$ cat src/rtl/instruction_fetch_if.sv
// Fetch-stage bundle: imem request/response, execute redirect and decode handshake.
// FETCH_MISALIGN_TRAP_EN adds inst_fault alongside the decode handshake.
interface instruction_fetch_if;
    logic        imem_req_valid;
    logic        imem_req_ready;
    logic [31:0] imem_req_addr;
    logic        imem_rsp_valid;
    logic [31:0] imem_rsp_data;
    logic        redirect_valid;
    logic [31:0] redirect_pc;
    logic        inst_valid;
    logic        inst_ready;
    logic [31:0] inst_data;
    logic [31:0] inst_pc;
`ifdef FETCH_MISALIGN_TRAP_EN
    logic        inst_fault;

    modport master (
        output imem_req_valid, imem_req_addr,
        input  imem_req_ready, imem_rsp_valid, imem_rsp_data,
        input  redirect_valid, redirect_pc,
        output inst_valid, inst_data, inst_pc, inst_fault,
        input  inst_ready
    );

    modport slave (
        input  imem_req_valid, imem_req_addr,
        output imem_req_ready, imem_rsp_valid, imem_rsp_data,
        output redirect_valid, redirect_pc,
        input  inst_valid, inst_data, inst_pc, inst_fault,
        output inst_ready
    );
`else
    modport master (
        output imem_req_valid, imem_req_addr,
        input  imem_req_ready, imem_rsp_valid, imem_rsp_data,
        input  redirect_valid, redirect_pc,
        output inst_valid, inst_data, inst_pc,
        input  inst_ready
    );

    modport slave (
        input  imem_req_valid, imem_req_addr,
        output imem_req_ready, imem_rsp_valid, imem_rsp_data,
        output redirect_valid, redirect_pc,
        input  inst_valid, inst_data, inst_pc,
        output inst_ready
    );
`endif
endinterface

$ cat src/rtl/instruction_fetch.sv
// In-order instruction fetch: PC, credit-limited imem requests, response FIFO, redirect flush.
// Optional FETCH_MISALIGN_TRAP_EN: misaligned redirect yields one fault entry and halts fetch.
module instruction_fetch #(
    parameter logic [31:0] RESET_PC   = 32'h0000_0000,
    parameter int unsigned FIFO_DEPTH = 2
) (
    input logic clk,
    input logic rst,
    instruction_fetch_if.master bus
);
    localparam int unsigned PTR_W = $clog2(FIFO_DEPTH);
    localparam int unsigned CNT_W = PTR_W + 1;
    localparam logic [CNT_W:0] DEPTH_C = (CNT_W + 1)'(FIFO_DEPTH);

    logic [31:0]      pc;
    logic [31:0]      rsp_pc;
    logic [31:0]      redirect_tgt;
    logic [31:0]      fifo_data [FIFO_DEPTH];
    logic [31:0]      fifo_pc   [FIFO_DEPTH];
    logic [PTR_W-1:0] rd_ptr;
    logic [PTR_W-1:0] wr_ptr;
    logic [CNT_W-1:0] count;
    logic [CNT_W-1:0] outstanding;
    logic [CNT_W-1:0] discard;

    logic        credit_ok;
    logic        req_valid;
    logic        req_fire;
    logic        rsp_drop;
    logic        rsp_push;
    logic        fifo_push;
    logic [31:0] push_data;
    logic [31:0] push_pc;
    logic        inst_valid;
    logic        pop;
    logic        fetch_halted;

    assign redirect_tgt = bus.redirect_pc & 32'hFFFF_FFFC;

`ifdef FETCH_MISALIGN_TRAP_EN
    logic        fifo_fault [FIFO_DEPTH];
    logic        halted;
    logic        fault_pending;
    logic [31:0] fault_pc;
    logic        misaligned;
    logic        fault_push;

    assign misaligned   = bus.redirect_pc[1:0] != 2'b00;
    assign fetch_halted = halted;
    assign fault_push   = fault_pending & ~bus.redirect_valid;
    assign bus.inst_fault = fifo_fault[rd_ptr];
`else
    assign fetch_halted = 1'b0;
`endif

    assign credit_ok = ({1'b0, outstanding} + {1'b0, count}) < DEPTH_C;
    assign req_valid = ~rst & ~bus.redirect_valid & credit_ok & ~fetch_halted;
    assign req_fire  = req_valid & bus.imem_req_ready;
    assign rsp_drop  = bus.imem_rsp_valid & (discard != '0);
    assign rsp_push  = bus.imem_rsp_valid & (discard == '0) & ~bus.redirect_valid;
    assign inst_valid = (count != '0) & ~bus.redirect_valid;
    assign pop        = inst_valid & bus.inst_ready;

    always_comb begin
        fifo_push = rsp_push;
        push_data = bus.imem_rsp_data;
        push_pc   = rsp_pc;
`ifdef FETCH_MISALIGN_TRAP_EN
        if (fault_push) begin
            fifo_push = 1'b1;
            push_data = 32'h0000_0013;
            push_pc   = fault_pc;
        end
`endif
    end

    assign bus.imem_req_valid = req_valid;
    assign bus.imem_req_addr  = pc;
    assign bus.inst_valid     = inst_valid;
    assign bus.inst_data      = fifo_data[rd_ptr];
    assign bus.inst_pc        = fifo_pc[rd_ptr];

    always_ff @(posedge clk) begin
        if (rst) begin
            pc          <= RESET_PC;
            rsp_pc      <= RESET_PC;
            rd_ptr      <= '0;
            wr_ptr      <= '0;
            count       <= '0;
            outstanding <= '0;
            discard     <= '0;
            for (int unsigned i = 0; i < FIFO_DEPTH; i++) begin
                fifo_data[i] <= '0;
                fifo_pc[i]   <= '0;
`ifdef FETCH_MISALIGN_TRAP_EN
                fifo_fault[i] <= 1'b0;
`endif
            end
`ifdef FETCH_MISALIGN_TRAP_EN
            halted        <= 1'b0;
            fault_pending <= 1'b0;
            fault_pc      <= '0;
`endif
        end else begin
            outstanding <= outstanding + CNT_W'(req_fire) - CNT_W'(bus.imem_rsp_valid);
            if (bus.redirect_valid) begin
                pc      <= redirect_tgt;
                rsp_pc  <= redirect_tgt;
                rd_ptr  <= '0;
                wr_ptr  <= '0;
                count   <= '0;
                // Every fetch still in flight after this edge belongs to the old stream;
                // earlier pending discards are already part of outstanding.
                discard <= outstanding - CNT_W'(bus.imem_rsp_valid);
`ifdef FETCH_MISALIGN_TRAP_EN
                halted        <= misaligned;
                fault_pending <= misaligned;
                fault_pc      <= bus.redirect_pc;
`endif
            end else begin
                if (req_fire) begin
                    pc <= pc + 32'd4;
                end
                if (rsp_drop) begin
                    discard <= discard - 1'b1;
                end
                if (rsp_push) begin
                    rsp_pc <= rsp_pc + 32'd4;
                end
                if (fifo_push) begin
                    fifo_data[wr_ptr] <= push_data;
                    fifo_pc[wr_ptr]   <= push_pc;
`ifdef FETCH_MISALIGN_TRAP_EN
                    fifo_fault[wr_ptr] <= fault_push;
`endif
                    wr_ptr <= wr_ptr + 1'b1;
                end
                if (pop) begin
                    rd_ptr <= rd_ptr + 1'b1;
                end
                count <= count + CNT_W'(fifo_push) - CNT_W'(pop);
`ifdef FETCH_MISALIGN_TRAP_EN
                fault_pending <= 1'b0;
`endif
            end
        end
    end
endmodule

$ cat src/flat_wrapper.sv
// flat-port wrapper written by rule: the top's interface ports become plain ports
module instruction_fetch_flat 
#(
    parameter logic [31:0] RESET_PC   = 32'h0000_0000,
    parameter int unsigned FIFO_DEPTH = 2
)
  (clk, rst, bus_imem_req_valid, bus_imem_req_addr, bus_imem_req_ready, bus_imem_rsp_valid, bus_imem_rsp_data, bus_redirect_valid, bus_redirect_pc, bus_inst_valid, bus_inst_data, bus_inst_pc, bus_inst_ready);
  instruction_fetch_if bus_i ();
  input logic clk;
  input logic rst;
  output wire logic [$bits(bus_i.imem_req_valid)-1:0] bus_imem_req_valid;
  output wire logic [$bits(bus_i.imem_req_addr)-1:0] bus_imem_req_addr;
  input wire logic [$bits(bus_i.imem_req_ready)-1:0] bus_imem_req_ready;
  input wire logic [$bits(bus_i.imem_rsp_valid)-1:0] bus_imem_rsp_valid;
  input wire logic [$bits(bus_i.imem_rsp_data)-1:0] bus_imem_rsp_data;
  input wire logic [$bits(bus_i.redirect_valid)-1:0] bus_redirect_valid;
  input wire logic [$bits(bus_i.redirect_pc)-1:0] bus_redirect_pc;
  output wire logic [$bits(bus_i.inst_valid)-1:0] bus_inst_valid;
  output wire logic [$bits(bus_i.inst_data)-1:0] bus_inst_data;
  output wire logic [$bits(bus_i.inst_pc)-1:0] bus_inst_pc;
  input wire logic [$bits(bus_i.inst_ready)-1:0] bus_inst_ready;
  assign bus_imem_req_valid = bus_i.imem_req_valid;
  assign bus_imem_req_addr = bus_i.imem_req_addr;
  assign bus_i.imem_req_ready = bus_imem_req_ready;
  assign bus_i.imem_rsp_valid = bus_imem_rsp_valid;
  assign bus_i.imem_rsp_data = bus_imem_rsp_data;
  assign bus_i.redirect_valid = bus_redirect_valid;
  assign bus_i.redirect_pc = bus_redirect_pc;
  assign bus_inst_valid = bus_i.inst_valid;
  assign bus_inst_data = bus_i.inst_data;
  assign bus_inst_pc = bus_i.inst_pc;
  assign bus_i.inst_ready = bus_inst_ready;
  instruction_fetch #(.RESET_PC(RESET_PC), .FIFO_DEPTH(FIFO_DEPTH)) u_core (.clk(clk), .rst(rst), .bus(bus_i));
endmodule
$ cat config.mk
export PLATFORM = sky130hd
export DESIGN_NAME = instruction_fetch_flat
export DESIGN_NICKNAME = d
export VERILOG_FILES = /design/src/rtl/instruction_fetch_if.sv /design/src/rtl/instruction_fetch.sv /design/src/flat_wrapper.sv
export SDC_FILE = /design/constraint.sdc
export NUM_CORES = 1
export LEC_CHECK = 0
export CAP_MARGIN = 10
export CORE_UTILIZATION = 53
export DETAILED_ROUTE_END_ITERATION = 8
export PLACE_DENSITY = 0.88
export SYNTH_ARGS = -nofsm -noshare
export SYNTH_HDL_FRONTEND = slang
export SYNTH_SLANG_ARGS = --single-unit
$ cat constraint.sdc
create_clock -name clk -period 2.9 [get_ports clk]
set_input_delay 0.29 -clock clk [delete_from_list [all_inputs] [get_ports clk]]
set_output_delay 0.29 -clock clk [all_outputs]
set_load 0.02 [all_outputs]
# Yosys cells after proc, flatten, opt, wreduce, memory -nomap -nowiden
# Memory sizes are Yosys's and may differ from the RTL's. A register that Yosys moved wholly into a read port is not among the register bits.
# Cells that the tools add are included.
# word_totals
register_bits	72
inputBits	70
mem_count	2
wordCells	64
mem_bits_rw	128
# memory_table
memory	depth	width	rd	rd_clocked_by_memory_dff	wr	line	rtl
u_core.fifo_data	2	32	1	1	2	instruction_fetch.sv:18	logic [31:0] fifo_data [FIFO_DEPTH];
u_core.fifo_pc	2	32	1	1	2	instruction_fetch.sv:19	logic [31:0] fifo_pc [FIFO_DEPTH];
# op_classes
order_cmp	1
bitwise	10
n_reduce_logical	9
n_addsub	11
n_mux	22
# op_table
op	n
32-bit 2-to-1 mux	6
32-bit by 3-bit adder with 32-bit output (second input constant)	2
32-bit OR reduction	2
1-bit 2-to-1 mux	14
2-bit nonzero test	5
1-bit AND	8
2-bit by 1-bit subtractor with 2-bit output	3
2-bit by 1-bit adder with 2-bit output	2
2-bit 2-to-1 mux	2
2-bit by 2-bit adder with 3-bit output	1
3-bit by 2-bit < comparator with 1-bit output (second input constant)	1
1-bit adder (second input constant)	2
2-bit zero test	1
1-bit NOT	2
2-bit OR reduction	1
2-bit by 1-bit subtractor with 2-bit output (second input constant)	1

# Longest topological paths before layout
# Gate-level depths: netlist of run 1.
# logic_depth
depth_word	9
ltp_mapped	9
ltp_nobuf	9

# Least setup slack after synthesis of run 1
# OpenSTA, ideal clock, no wires.
# synth_timing
kind	reg2reg
from	register u_core.discard[0]
to	memory u_core.fifo_data[0][0] (enable)
arrival_ns	2.201
required_time_ns	2.481
path_stages_with_launch	6
path_buffers	0
setup_slack_ns	0.281
cell_sequence	dfxtp_1 -> inv_1 -> ha_1 -> nand2_1 -> nor2_1 -> a21o_1
# synth_lines
element	line	rtl
start: declaration	instruction_fetch.sv:24	logic [CNT_W-1:0] discard;
start signal: assignment	instruction_fetch.sv:114	discard <= outstanding - CNT_W'(bus.imem_rsp_valid);
start signal: assignment	instruction_fetch.sv:125	discard <= discard - 1'b1;
end: declaration	instruction_fetch.sv:18	

# Final worst setup path of run 1
# layout_timing
from	register u_core.count[0]
to	register u_core.pc[27] (netlist: u_core.bus.imem_req_addr[27])
# layout_via
elab_chain_cells	5
# layout_rtl
element	line	rtl
start: declaration	instruction_fetch.sv:22	logic [CNT_W-1:0] count;
start signal: assignment	instruction_fetch.sv:141	count <= count + CNT_W'(fifo_push) - CNT_W'(pop);
2-bit by 2-bit adder with 3-bit output	instruction_fetch.sv:56	assign credit_ok = ({1'b0, outstanding} + {1'b0, count}) < DEPTH_C;
3-bit by 2-bit < comparator with 1-bit output	instruction_fetch.sv:56	
1-bit AND	instruction_fetch.sv:57	assign req_valid = ~rst & ~bus.redirect_valid & credit_ok & ~fetch_halted;
1-bit AND	instruction_fetch.sv:58	assign req_fire = req_valid & bus.imem_req_ready;
2-bit nonzero test (no source line)	--	
end signal: assignment	instruction_fetch.sv:107	pc <= redirect_tgt;
end signal: assignment	instruction_fetch.sv:122	pc <= pc + 32'd4;
end: declaration	instruction_fetch.sv:15	logic [31:0] pc;
# No other way between the ends.
# A chain may end at the register's enable or synchronous reset.

==> impl_metrics.tcl, run 1 <==
set metrics [dict create \
    status "finished, final reports clean" \
    cts_setup_buffers 0 \
    yosys_warnings 0 \
    synthTopCellsByArea "edfxtp_1, dfxtp_1, and2_1" \
    cts_tree "built" \
    antenna_found_initial 0 \
    power_density_nw_per_um2 556 \
    synthArstFlopShare_pct 0 \
    crit_chain "inv_1 > nor2_1 > fa_1 > or3b_1 > buf_4 > nor4_1 > nand4_1 > xor2_1 > a21boi_1" \
    yosysMostFrequentCell "and2_1" \
    r2r_cells 9 \
    routed_wl_um 20300 \
    clockBufferDepth 2 \
    post-route-min-period_ps 2730 \
    drtIter0Drc 346 \
    swShare_pct 25.3 \
    reg2reg_to "u_core.bus.imem_req_addr[27]" \
    power_switching_mw 1.63 \
    die_h_um 133 \
    r2r_start "u_core.count[0]" \
    wire_per_inst_um 17.2 \
    endpoint_kind "register" \
    die_area_um2 17700 \
    required_ps 3260 \
    critPathSlowestCell "or3b_1" \
    finalCritPeriodShare_pct 94.2 \
    ys_types 52 \
    criticalPathCategory "reg -> reg" \
    numCtsBuffers 17 \
    htreeDepth 4 \
    clk-insertion-delay-late_ps 430 \
    synth_commonest_cells "and2_1, edfxtp_1, dfxtp_1" \
    multi_input_area_um2 3720 \
    arrival_ps 3090 \
    synth-seq-area-share_pct 56.2 \
    postCtsHoldBufs 0 \
    seqPwrFrac_pct 49.7 \
    fin_tns_setup_ps 0 \
    power.leakage_nw 4.23 \
    cp-start-kind "register" \
    p_clk_share_pct 36.8 \
    max_stage_delay_ps 530 \
    track_usage_pct 23.8 \
    core_area_um2 16600 \
    initial_utilization_pct 54.6 \
    root_buffer "clkbuf_16" \
    max_slew_margin_pct 24.0 \
    internal_power_mw 4.82 \
    combinationalPowerShare_pct 13.5 \
    drc_errors 0 \
    core.rowCount 47 \
    area_growth_pct 27.6 \
    ios 168 \
    synth_edf_count 124 \
    finalMaxSlewViolations 0 \
    crit_cells 9 \
    clkTransAtPathRegs_ps 70 \
    crit_path_start "u_core.count[0]" \
    cts.sinks 193 \
    firstDrtPassIters 5 \
    seq_area_um2 5110 \
    path_buf_inv 2 \
    crit_fanout 5 \
    cp_top_family "simple AND/OR/NAND/NOR gates" \
    hold_viol 0 \
    design_area_um2 11600 \
    rsz0062_at_grt "false" \
    dpl-instance-area_um2 11000 \
    port_buffers 161 \
    grt_first_pass_wirelength_um 32600 \
    yosysTopAreaCell "edfxtp_1" \
    avgSynthCellArea_um2 11.4 \
    hold_path.class "in -> reg" \
    rrSetupSlack_ps 170 \
    grt_pass1_vias 6392 \
    syn_area_um2 9090 \
    synth-seq-cells 193 \
    insertedDiodeCount 0 \
    cts_resized 0 \
    fill_cells 1254 \
    crit_end "u_core.bus.imem_req_addr[27]" \
    skew_ps 9.75 \
    setup_viol 0 \
    fmax_mhz 366 \
    tightest_slew_ps 1140 \
    ir_drop_v 0.000421 \
    gp_congestion 0.907 \
    die_w_um 133 \
    synthCells 795 \
    final_util_pct 69.7 \
    synth_ff_type "edfxtp_1" \
    synth.top_cell.area_share_pct 41.0 \
    gr-total-overflow 0 \
    drv_cap 0 \
    vias_per_cell 5.57 \
    num_vias 6599 \
    hpwl_um 13900 \
    grt_max_degree 63 \
    antenna_left 0 \
    nets 1029 \
    drive_above_1_share_pct 13.0 \
]
-- routing by layer --
| layer | track usage (%) | part of all wire, % | routed length [µm] |
|---|---|---|---|
| met1 | 31.8 | 44 | 8900 |
| met2 | 37.9 | 47 | 9540 |
| met3 | 5.71 | 7.3 | 1480 |
| met4 | 8.17 | 2.0 | 416 |
| met5 | 0 | 0 | 0 |
-- worst register-to-register path, delay by kind of cell (launching register included) --
family,cells,cell delay [ps]
compound gates,1,140
xor+xnor,1,170
fa+ha+maj,1,490
buf+inv,2,270
flops,1,340
simple gates,4,1270
-- power groups by stage --
stage                     Sequential, mW  Combinational, mW  Clock (mW)
after floorplan                     3.27              0.441           0
after global placement              3.25              0.852           0
after detailed placement            3.26              0.869           0
after CTS                           3.20              0.876        2.41
after global routing                3.22              0.936        2.52
final                               3.21              0.871        2.37
-- metrics by stage --
step / worst slack [ps] / hold WS, ps / power (mW) / std cells
2_1_floorplan: 281 / 435 / 3.71 / 798
3_3_place_gp: 264 / 499 / 4.11 / 1152
3_5_place_dp: 202 / 500 / 4.13 / 1152
4_1_cts: 173 / 256 / 6.49 / 1184
5_1_grt: 62.4 / 274 / 6.68 / 1184
6_report: 168 / 270 / 6.45 / 1184
-- area by class of cell --
cell class	count	share of cell area, %
clock buffer	17	3.67
clock inverter	15	1.53
inverter	26	0.842
multi-input combinational	534	32.1
sequential	193	44.0
tap	220	2.37
timing repair buffer	179	15.5
-- sequential cells by signal (all words and copies together), names as in the netlist, 2 cells and up, named ones only --
signal,cells
u_core.fifo_data,64
u_core.fifo_pc,60
u_core.bus.imem_req_addr,30
u_core.push_pc,30
u_core.count,2
u_core.discard,2
u_core.outstanding,2
-- how the worst min path moves through the flow --
stage | from | to | depth (start not counted)
after floorplan | bus_redirect_pc[13] | u_core.bus.imem_req_addr[13] | 2
after global placement | u_core.rd_ptr | register | 2
after detailed placement | u_core.rd_ptr | u_core.rd_ptr | 2
after CTS | rst | u_core.bus.imem_req_addr[9] | 2
after global routing | rst | u_core.bus.imem_req_addr[11] | 2
final | rst | u_core.bus.imem_req_addr[13] | 2
-- cell families after synthesis --
group / share of synthesized area (%)
adders and majority gates: 1.18
DFF: 56.2
AOI/OAI and AO/OA: 6.64
xor gates and xnor gates: 5.49
other: 0.0413
and+or+nand+nor: 19.1
buffers and inverters: 3.19
muxes: 8.16
-- cell usage in the layout (no fill, tap or decap), drive strengths merged, types with 2 or more instances in the layout --
cell type      Yosys  layout
buf                7      19
o21a               2       2
or2                2       2
and3              13      13
clkinvlp           0       3
bufinv             0       2
o21bai             3       3
o21ai              2       2
a21oi             30      30
clkinv             0       4
a31oi              5       5
or4                2       2
edfxtp           124     124
inv               26      32
a211oi            14      14
nor3              21      21
a21boi            24      24
o22ai              8       8
clkdlybuf4s50      0     160
nand2             43      43
and4               6       6
xor2              22      22
and2             126     126
nor2              35      35
conb               1       4
mux2              65      65
nand4             21      21
nor4              12      12
clkbuf            38      17
xnor2             35      35
ha                 7       7
dfxtp             69      69
nand3             19      19
or3                2       2
No activity file was read; power rests on OpenSTA's default activity.
==> run 2, diff against run 1 <==
==> constraint.sdc (replaced) <==
create_clock -name clk -period 2.9 [get_ports clk]
set_input_delay 0.87 -clock clk [delete_from_list [all_inputs] [get_ports clk]]
set_output_delay 0.87 -clock clk [all_outputs]
set_load 0.02 [all_outputs]
==> run 2 against run 1 <==
Net effect:
- clock power fell by 8.4%
- die area did not move
- largest cell class unchanged
- combinational power rose by 1%
- hold slack improved by 260 ps
- clock skew fell by 1.1 ps
- non-clock buffer count rose by 21
- maximum frequency fell by 4.0%
- via count rose by 0.21%
- sequential power barely moved
- first-iteration DRC count rose by 40%
==> impl_metrics.tcl, run 2 (synthesis results as in run 1) <==
set metrics [dict create \
    fmax_mhz 351 \
    swShare_pct 24.8 \
    htreeDepth 4 \
    die_h_um 133 \
    fill_cells 1184 \
    gp_congestion 0.921 \
    post-route-min-period_ps 2850 \
    ir_drop_v 0.000425 \
    clkTransAtPathRegs_ps 70 \
    p_clk_share_pct 34.7 \
    num_vias 6613 \
    hold_path.class "reg -> reg" \
    die_area_um2 17700 \
    nets 1050 \
    finalMaxSlewViolations 0 \
    gr-total-overflow 0 \
    internal_power_mw 4.71 \
    routed_wl_um 20700 \
    drc_errors 0 \
    grt_pass1_vias 6654 \
    postCtsHoldBufs 0 \
    drv_cap 0 \
    power_density_nw_per_um2 532 \
    largest_reg_flops 64 \
    hold_path_depth 2 \
    setup_viol 0 \
    root_buffer "clkbuf_16" \
    combinationalPowerShare_pct 14.1 \
    cp-start-kind "input port" \
    insertedDiodeCount 0 \
    vias_per_cell 5.49 \
    initial_utilization_pct 54.6 \
    antenna_found_initial 0 \
    cts_tree "built" \
    final_common_cell "clkdlybuf4s50_1" \
    endpoint_kind "primary output" \
    finalPower_mw 6.26 \
    power.leakage_nw 4.50 \
    hpwl_um 14700 \
    numCtsBuffers 17 \
    wire_per_inst_um 17.2 \
    ios 168 \
    die_w_um 133 \
    track_usage_pct 24.2 \
    final_cell_mix "clkdlybuf4s50_1, and2_1, edfxtp_1" \
    arrival_ps 1980 \
    clk-insertion-delay-late_ps 420 \
    fin_cells 1205 \
    rsz0062_at_grt "false" \
    cts_setup_buffers 0 \
    power_switching_mw 1.56 \
    r2r_cells 9 \
    final_util_pct 70.8 \
    required_ps 2030 \
    regMostFlops "u_core.fifo_data" \
    grt_max_degree 61 \
    drtIter0Drc 483 \
    cts_resized 21 \
    crit_fanout 13 \
    largest_registers "u_core.fifo_data: 64 flops, u_core.fifo_pc: 60 flops" \
    criticalPathCategory "in -> out" \
    tightest_slew_ps 1140 \
    antenna_left 0 \
    grt_first_pass_wirelength_um 33500 \
    area_growth_pct 29.7 \
    skew_ps 8.67 \
    finalCritPeriodShare_pct 98.2 \
    port_buffers 161 \
    status "finished, final reports clean" \
    drive_above_1_share_pct 14.5 \
    dp_cells 1173 \
    max_slew_margin_pct 24.0 \
    hold_viol 0 \
    core_area_um2 16600 \
    seqPwrFrac_pct 51.2 \
    timing.hold.ws_ps 526 \
    clockBufferDepth 2 \
    cts.sinks 193 \
    firstDrtPassIters 5 \
    core.rowCount 47 \
]
[run 2: cell types whose count changed in the layout (fill, tap and decap cells not counted), sizes merged, moves of 4 or more]
cell	previous run	this run
clkdlybuf4s50	160	133
dlygate4sd2	0	16
buf	19	40
clkbuf	17	21
dlymetal6s2s	0	10
inv	32	28
[run 2: final cells by class]
cell class	instances	area [µm²]	area share (%)
Inverter	26	97.6	0.828
Clock inverter	12	110	0.934
Timing Repair Buffer	200	2030	17.2
Multi-Input combinational cell	534	3720	31.6
Sequential cell	193	5110	43.4
Clock buffer	20	437	3.71
Tap cell	220	275	2.34
[run 2: per-stage QoR]
step	setup slack, ps	cell area (µm²)	setup TNS [ps]
4_1_cts	-28.3	11800	-28.3
6_report	52.6	11800	0
2_1_floorplan	159	9100	0
3_5_place_dp	-333	11200	-14500
5_1_grt	1.28	11800	0
3_3_place_gp	-387	11200	-11910
[run 2: routing by layer]
layer  track usage (%)  wire, µm  vias up  part of all wire, %
li1                  -         -     3170                    -
met1              31.0      8440     3080                   41
met2              39.6     10000      310                   48
met3              5.52      1690       53                  8.2
met4              9.90       559        0                  2.7
met5                 0         0        -                    0
[run 2: critical path, stage by stage]
cell and delay [ps]:
clkdlybuf4s50_1 430, buf_4 200, nor2_1 130, dlygate4sd2_1 340
[run 2: path summary, 6_finish.rpt]
| check | from | endpoint | slack [ps] |
|---|---|---|---|
| worst max register to register | u_core.count[0] | u_core.bus.imem_req_addr[28] | 250 |
| worst min-delay path | u_core.rd_ptr | register | 530 |
| worst min register to register | u_core.rd_ptr | register | 530 |
| worst max-delay path | bus_redirect_valid | bus_inst_valid | 50 |
[run 2: power by group through the flow]
stage	Sequential, mW	Clock, mW	Combinational (mW)
detailed placement	3.26	0	0.892
finish	3.21	2.17	0.882
global route	3.23	2.30	0.945
global placement	3.25	0	0.876
CTS	3.21	2.20	0.889
floorplan	3.26	0	0.442
